`config.mk`:
```
export PLATFORM = sky130hd
export DESIGN_NAME = ram_store_unit
export DESIGN_NICKNAME = d
export VERILOG_FILES = /design/src/rtl/ram_store_unit.sv
export SDC_FILE = /design/constraint.sdc
export NUM_CORES = 1
export LEC_CHECK = 0
export CORE_MARGIN = 3
export CORE_UTILIZATION = 40
export DETAILED_ROUTE_END_ITERATION = 8
export HOLD_SLACK_MARGIN = 0.1
export PLACE_DENSITY_LB_ADDON = 0.12
export SYNTH_ARGS = -nofsm -noshare
export SYNTH_HDL_FRONTEND = slang
export SYNTH_SLANG_ARGS = --single-unit
export TNS_END_PERCENT = 100
```
`constraint.sdc`:
```
create_clock -name clock -period 5.1 [get_ports clock]
set_clock_uncertainty 0.2 [all_clocks]
set_input_delay 0.51 -clock clock [delete_from_list [all_inputs] [get_ports clock]]
set_output_delay 0.51 -clock clock [all_outputs]
set_load 0.05 [all_outputs]
```
`src/rtl/ram_store_unit.sv`:
```
// Store unit: turns byte-addressed sub-word stores into byte-enabled writes
// on a word-addressed RAM port, splitting word-crossing stores into two writes.
module ram_store_unit #(
    parameter int XLEN        = 32,
    parameter int WORD_ADDR_W = 9
) (
    input  logic                   clock,
    input  logic                   reset_n,
    input  logic                   req_valid,
    output logic                   req_ready,
    input  logic [XLEN-1:0]        req_addr,
    input  logic [XLEN-1:0]        req_wdata,
    input  logic [1:0]             req_size,
    output logic [WORD_ADDR_W-1:0] ram_addr,
    output logic [XLEN-1:0]        ram_wdata,
    output logic [3:0]             ram_byteena,
    output logic                   ram_wren,
    output logic                   done,
    output logic                   err
);

    typedef enum logic [1:0] {
        S_IDLE     = 2'd0,
        S_WRITE_LO = 2'd1,
        S_WRITE_HI = 2'd2,
        S_ERR      = 2'd3
    } state_t;

    state_t                 r_state;
    logic                   r_ready;
    logic                   r_wren;
    logic [3:0]             r_byteena;
    logic [WORD_ADDR_W-1:0] r_addr;
    logic [XLEN-1:0]        r_wdata;
    logic                   r_done;
    logic                   r_err;
    logic [2:0]             r_hi_be;
    logic [XLEN-1:0]        r_hi_data;
    logic [WORD_ADDR_W-1:0] r_hi_addr;

    logic [3:0]             w_mask;
    logic [1:0]             w_off;
    logic [6:0]             w_wide;
    logic                   w_spill;
    logic [2*XLEN-1:0]      w_shift_data;
    logic [WORD_ADDR_W-1:0] w_word_idx;
    logic                   w_accept;
    logic                   w_unused_addr;

    // Size-to-mask decode; illegal size enables no lanes.
    always_comb begin
        w_mask = 4'b0000;
        case (req_size)
            2'd0:    w_mask = 4'b0001;
            2'd1:    w_mask = 4'b0011;
            2'd2:    w_mask = 4'b1111;
            default: w_mask = 4'b0000;
        endcase
    end

    assign w_off         = req_addr[1:0];
    assign w_wide        = {3'b000, w_mask} << w_off;
    assign w_spill       = |w_wide[6:4];
    // Upper half of the double-width shift is exactly the spill-over data.
    assign w_shift_data  = {{XLEN{1'b0}}, req_wdata} << {w_off, 3'b000};
    assign w_word_idx    = req_addr[WORD_ADDR_W+1:2];
    assign w_accept      = req_valid && r_ready;
    assign w_unused_addr = ^req_addr[XLEN-1:WORD_ADDR_W+2];

    assign req_ready   = r_ready;
    assign ram_addr    = r_addr;
    assign ram_wdata   = r_wdata;
    assign ram_byteena = r_byteena;
    assign ram_wren    = r_wren;
    assign done        = r_done;
    assign err         = r_err;

    // Store FSM with all RAM-side outputs, done and err registered.
    always_ff @(posedge clock or negedge reset_n) begin
        if (!reset_n) begin
            r_state   <= S_IDLE;
            r_ready   <= 1'b1;
            r_wren    <= 1'b0;
            r_byteena <= 4'b0000;
            r_addr    <= '0;
            r_wdata   <= '0;
            r_done    <= 1'b0;
            r_err     <= 1'b0;
            r_hi_be   <= 3'b000;
            r_hi_data <= '0;
            r_hi_addr <= '0;
        end else begin
            r_wren    <= 1'b0;
            r_byteena <= 4'b0000;
            r_done    <= 1'b0;
            r_err     <= 1'b0;
            if (w_accept) begin
                if (req_size == 2'd3) begin
                    r_state <= S_ERR;
                    r_err   <= 1'b1;
                    r_ready <= 1'b1;
                end else begin
                    r_state   <= S_WRITE_LO;
                    r_wren    <= 1'b1;
                    r_addr    <= w_word_idx;
                    r_byteena <= w_wide[3:0];
                    r_wdata   <= w_shift_data[XLEN-1:0];
                    r_done    <= !w_spill;
                    r_ready   <= !w_spill;
                    r_hi_be   <= w_wide[6:4];
                    r_hi_data <= w_shift_data[2*XLEN-1:XLEN];
                    r_hi_addr <= w_word_idx + {{(WORD_ADDR_W-1){1'b0}}, 1'b1};
                end
            end else if ((r_state == S_WRITE_LO) && (r_hi_be != 3'b000)) begin
                r_state   <= S_WRITE_HI;
                r_wren    <= 1'b1;
                r_addr    <= r_hi_addr;
                r_byteena <= {1'b0, r_hi_be};
                r_wdata   <= r_hi_data;
                r_done    <= 1'b1;
                r_ready   <= 1'b1;
                r_hi_be   <= 3'b000;
            end else begin
                r_state <= S_IDLE;
                r_ready <= 1'b1;
            end
        end
    end

endmodule

```
# Word level (Yosys, flattened, before mapping)
# Cells that the tools add are included.
[word_totals]
mem_count = 0
inputBits = 69
latchBits = 0
ram_bits = 0
elab_cells = 54
rom_bits = 0
ff_bits = 95
out_inout_bits = 49
[op_classes]
div_mod_pow = 0
n_reduce_logical = 9
multipliers = 0
n_eq_ne = 5
n_mux = 25
n_shift = 2
bitwise_logic = 1
addsub = 1
magnitude_cmp = 0
[ops]
columns = ["cell", "count"]
rows = [
  ["32-bit 2-to-1 mux", 3],
  ["32-bit by 5-bit left shift with 64-bit output", 1],
  ["9-bit 2-to-1 mux", 3],
  ["3-bit 2-to-1 mux", 4],
  ["4-bit one-hot mux with 3 select lines", 1],
  ["9-bit by 1-bit adder with 9-bit output, second input constant", 1],
  ["1-bit 2-to-1 mux", 9],
  ["4-bit 2-to-1 mux", 2],
  ["4-bit by 2-bit left shift with 7-bit output", 1],
  ["2-bit 2-to-1 mux", 3],
  ["2-bit by 1-bit equality test with 1-bit output, second input constant", 2],
  ["2-bit equality test, second input constant", 2],
  ["2-bit AND reduction", 2],
  ["3-bit nonzero test", 1],
  ["3-bit OR reduction", 1],
  ["1-bit logical AND", 2],
  ["2-bit zero test", 1],
  ["2-bit != test, second input constant", 1],
  ["2-bit nonzero test", 1],
  ["1-bit zero test", 1],
  ["1-bit NOT", 1],
]

# Longest topological paths before layout
[logic_depth]
word_depth = 7
depth_mapped = 7
ltp_nobuf = 5

# Least setup slack after synthesis
# OpenSTA, ideal clock, no wires.
[synth_timing]
path_type = "in2reg"
startpoint = "input req_size[0]"
endpoint = "register r_addr[8] (netlist: ram_addr[8])"
t_arrival_ns = 1.790
setup_time_ns = 0.125
setup_slack_ns = 2.985
cell_stages = 7
n_path_buf = 2
cell_sequence = "ha_1 nand3b_1 o31a_1 buf_6 inv_6 buf_8 mux2_4"
[synth_between]
elab_chain_len = 3
[synth_lines]
columns = ["item", "line_no", "rtl"]
rows = [
  ["start, declared", "13", "input logic [1:0] req_size,"],
  ["2-bit equality test", "98", "if (req_size == 2'd3) begin"],
  ["2-bit != test (no line)", "--", ""],
  ["2-bit AND reduction (no line)", "--", ""],
  ["end signal, assigned", "105", "r_addr <= w_word_idx;"],
  ["end signal, assigned", "117", "r_addr <= r_hi_addr;"],
  ["end, declared", "33", "logic [WORD_ADDR_W-1:0] r_addr;"],
]
# Every way passes these cells.
# A chain may end at the register's enable or synchronous reset.

# Final worst setup path
[layout_timing]
startpoint = "input req_valid"
endpoint = "register r_wdata[5] (netlist: ram_wdata[5])"
[layout_between]
elab_chain_len = 3
elab_cells_between_ends = 5
cone_classes = "eq/ne: 1; mux: 1; reduce/logical: 3"
[layout_lines]
columns = ["item", "line_no", "rtl"]
rows = [
  ["start, declared", "9", "input logic req_valid,"],
  ["1-bit logical AND (*)", "67", "assign w_accept = req_valid && r_ready;"],
  ["2-bit != test (no line) / 2-bit nonzero test (equally long branches)", "--", ""],
  ["2-bit AND reduction (no line)", "--", ""],
  ["end signal, assigned", "107", "r_wdata <= w_shift_data[XLEN-1:0];"],
  ["end signal, assigned", "119", "r_wdata <= r_hi_data;"],
  ["end, declared", "34", "logic [XLEN-1:0] r_wdata;"],
]
# Mark *: on every way between the ends. The rest lies on a longest branch, timed or not.

==> flow_metrics.py <==
metrics = {
    "synthesis": {
        "synth_flop_cell": "dfrtp_1",
        "yosys.area.top_type": "dfrtp_1",
        "yosysWarnings": 0,
        "ys_async_sr_fraction_pct": 100,
        "synth_cell_types": 43,
        "synth_top_family_by_area": "compound AO/OA/AOI/OAI gates",
        "synth_xor_area_share_pct": 0.597,
        "synth-edff-count": 0,
        "synthCells": 399,
        "synth_fp_nets": 472,
        "synth-seq-cells": 87,
        "synth.area.top_cells": "dfrtp_1 (49%), mux2_4 (6.5%), mux2_2 (5.9%)",
        "yosysMostFrequentCell": "dfrtp_1",
        "synth_area_um2": 4400,
        "yosys-top-cells-count": "dfrtp_1 (86), nand2_1 (53), nor2_1 (31)",
        "synth_compound_area_share_pct": 16.3,
        "syn_area_per_cell_um2": 11.0,
        "muxShareOfSynthArea_pct": 16.0,
        "yosys.area_share.simple_pct": 11.8,
        "ys_seq_area_share_pct": 49.5,
        "synthAdderAreaFrac_pct": 1.14,
        "netlist.area_leader.share_pct": 48.9,
    },
    "sta": {
        "rsz0062_at_grt": "false",
        "tightest_slew_ns": 0.623,
        "max_freq_mhz": 320,
        "fin_crit_sh_pct": 61.4,
        "max_slew_margin_pct": 58.4,
        "tns_ns": 0,
        "final-setup-viol-count": 0,
        "hold_viol": 0,
        "finalMaxSlewViolations": 0,
        "period_needed_ns": 3.13,
    },
    "die": {
        "coreArea_um2": 10500,
        "initial_core_util_pct": 41.9,
        "die-width_um": 111,
        "die_area_um2": 12300,
        "die_h_um": 111,
        "num_io_pins": 118,
        "placementRows": 37,
    },
    "drt": {
        "avgViaCountPerCell": 5.58,
        "drc_errors": 0,
        "vias": 3484,
        "firstDrtPassIters": 5,
        "wl_per_cell_um": 19.1,
        "finalWirelength_um": 11900,
        "drtIter0Drc": 183,
        "postRouteAntennaNets": 0,
    },
    "final_layout": {
        "areaGrowthSynthToFinish_pct": 29.0,
        "fin_util_pct": 54.1,
        "drive_gt1_share_pct": 14.5,
        "diodes": 0,
        "nets": 556,
    },
    "cts": {
        "cts_hold_buf": 1,
        "cts_root_buffer": "clkbuf_8",
        "cts.sinks": 87,
        "cts_resized": 0,
        "clk_pin_slew_ns": 0.09,
        "cts_setup_buffers": 0,
        "cts_max_path_buffers": 2,
        "cts_tree": "done",
        "cts-htree-levels": 3,
        "clock_latency_ns": 0.35,
        "cts_buffers": 9,
    },
    "placed_design": {
        "dp_hpwl_um": 8280,
        "io_buffer_count": 96,
        "gp_congestion": 0.839,
    },
    "grt": {
        "first_global_vias": 3435,
        "track_usage_pct": 19.7,
        "antenna_found_initial": 0,
        "grt_max_degree": 54,
        "grt_pass1_wl_um": 19400,
        "overflow": 0,
    },
    "power_and_ir_drop": {
        "power_density_nw_per_um2": 410,
        "fin_total_pwr_w": 0.00233,
        "ir_drop_mv": 0.211,
        "power_leakage_nw": 2.43,
    },
    "setup_path": {
        "start_kind": "input port",
        "reg2reg_slack_ns": 2.28,
        "slowest_delay_ns": 0.50,
        "path_cells": "clkdlybuf4s50_1 > nand2_2 > inv_2 > o31a_1 > buf_4 > inv_6 > mux2_2",
        "endpoint_kind": "register",
        "cpLargestDelayFamily": "buffers and inverters",
        "critical_path.max_fanout": 30,
        "arrival_ns": 3.18,
        "path_class": "in -> reg",
        "critPathBufInv": 4,
        "worst_ep_required_time_ns": 5.15,
        "crit_path_top_delay_cell": "clkdlybuf4s50_1",
    },
    "job": {
        "maxCapViolCount": 0,
    },
    "status": {
        "status": "finished, final reports clean",
    },
    "worst_hold_path": {
        "hold_path.class": "reg -> reg",
    },
}
==> worst paths after layout <==
check                                               start                        end  depth (start not counted)
worst max-delay path                            req_valid   ram_wdata[5]$_DFFE_PN0P_                          7
worst min-delay path            r_hi_data[17]$_DFFE_PN0P_  r_hi_data[17]$_DFFE_PN0P_                          2
worst max register to register        req_ready$_DFF_PN1_   ram_wdata[9]$_DFFE_PN0P_                          6
worst min register to register  r_hi_data[17]$_DFFE_PN0P_  r_hi_data[17]$_DFFE_PN0P_                          2
max in group asynchronous                         reset_n  r_hi_data[20]$_DFFE_PN0P_                          3
min in group asynchronous                         reset_n  ram_wdata[30]$_DFFE_PN0P_                          2
==> report_power, final <==
| part | leakage (nW) | total, W | switching [W] | internal (W) |
|---|---|---|---|---|
| logic | 1.23 | 0.000854 | 0.000523 | 0.000331 |
| clock network | 0.116 | 0.000590 | 0.000251 | 0.000339 |
| registers | 1.09 | 0.000885 | 0.0000721 | 0.000813 |
==> layer usage <==
| layer | vias to the layer above | global-route usage, % | part of all wire [%] |
|---|---|---|---|
| li1 | 1638 | - | - |
| met1 | 1734 | 29.0 | 48 |
| met2 | 105 | 29.7 | 47 |
| met3 | 7 | 4.31 | 5.0 |
| met4 | 0 | 4.19 | 0.82 |
| met5 | - | 0 | 0 |
==> placed cells by master, fill, tap and decap left out, drive strengths merged, types with 2 or more instances in the layout <==
cell / count
nand2: 54
o311ai: 9
clkinvlp: 2
nand3: 13
o2bb2ai: 9
clkbuf: 11
dfrtp: 86
a31oi: 4
and2: 2
xor2: 2
o21ai: 12
ha: 4
nand3b: 3
or3: 6
clkdlybuf4s50: 95
a221oi: 16
a22o: 9
buf: 9
bufinv: 3
nor2b: 2
nor2: 31
mux2: 42
a32o: 10
mux2i: 16
inv: 8
o31ai: 17
==> area by class of cell <==
| class | instances | area [µm²] |
|---|---|---|
| fillers | 939 | 4830 |
| flip-flops and latches | 87 | 2180 |
| multi-input cells | 271 | 2020 |
| repair buffers | 105 | 1030 |
| well taps | 136 | 170 |
| clock buffers | 11 | 141 |
| clock inverters | 5 | 105 |
| inverters | 9 | 38.8 |
==> state kept, by name, indices dropped and copies added (netlist names) <==
signal	cells
ram_wdata	32
r_hi_data	24
r_hi_addr	9
ram_addr	9
ram_byteena	4
r_hi_be	3
r_state	2
done	1
err	1
ram_wren	1
req_ready	1
==> stage by stage <==
stage / setup slack, ns / hold slack, ns / instance area, µm² / std cells
final: 1.97 / 0.273 / 5680 / 624
after global routing: 1.85 / 0.304 / 5680 / 624
after CTS: 1.98 / 0.276 / 5680 / 624
after detailed placement: 1.61 / 0.259 / 5420 / 607
after global placement: 1.64 / 0.251 / 5420 / 607
after floorplan: 2.99 / 0.0144 / 4400 / 399
==> kinds of logic (layout without fill, tap and decap cells) <==
group	Yosys count	count (layout)
xor+xnor	3	3
buf+inv	41	130
simple gates	116	116
mux	58	58
fa+ha+maj	4	4
flops	87	87
compound gates	90	90
==> worst min-delay path, cell delays in order, from the launching register on <==
cell and delay, ns:
dfrtp_1 0.35, nand2_1 0.05, nand2_1 0.05
Note: power is estimated with default switching activity, not from simulation.
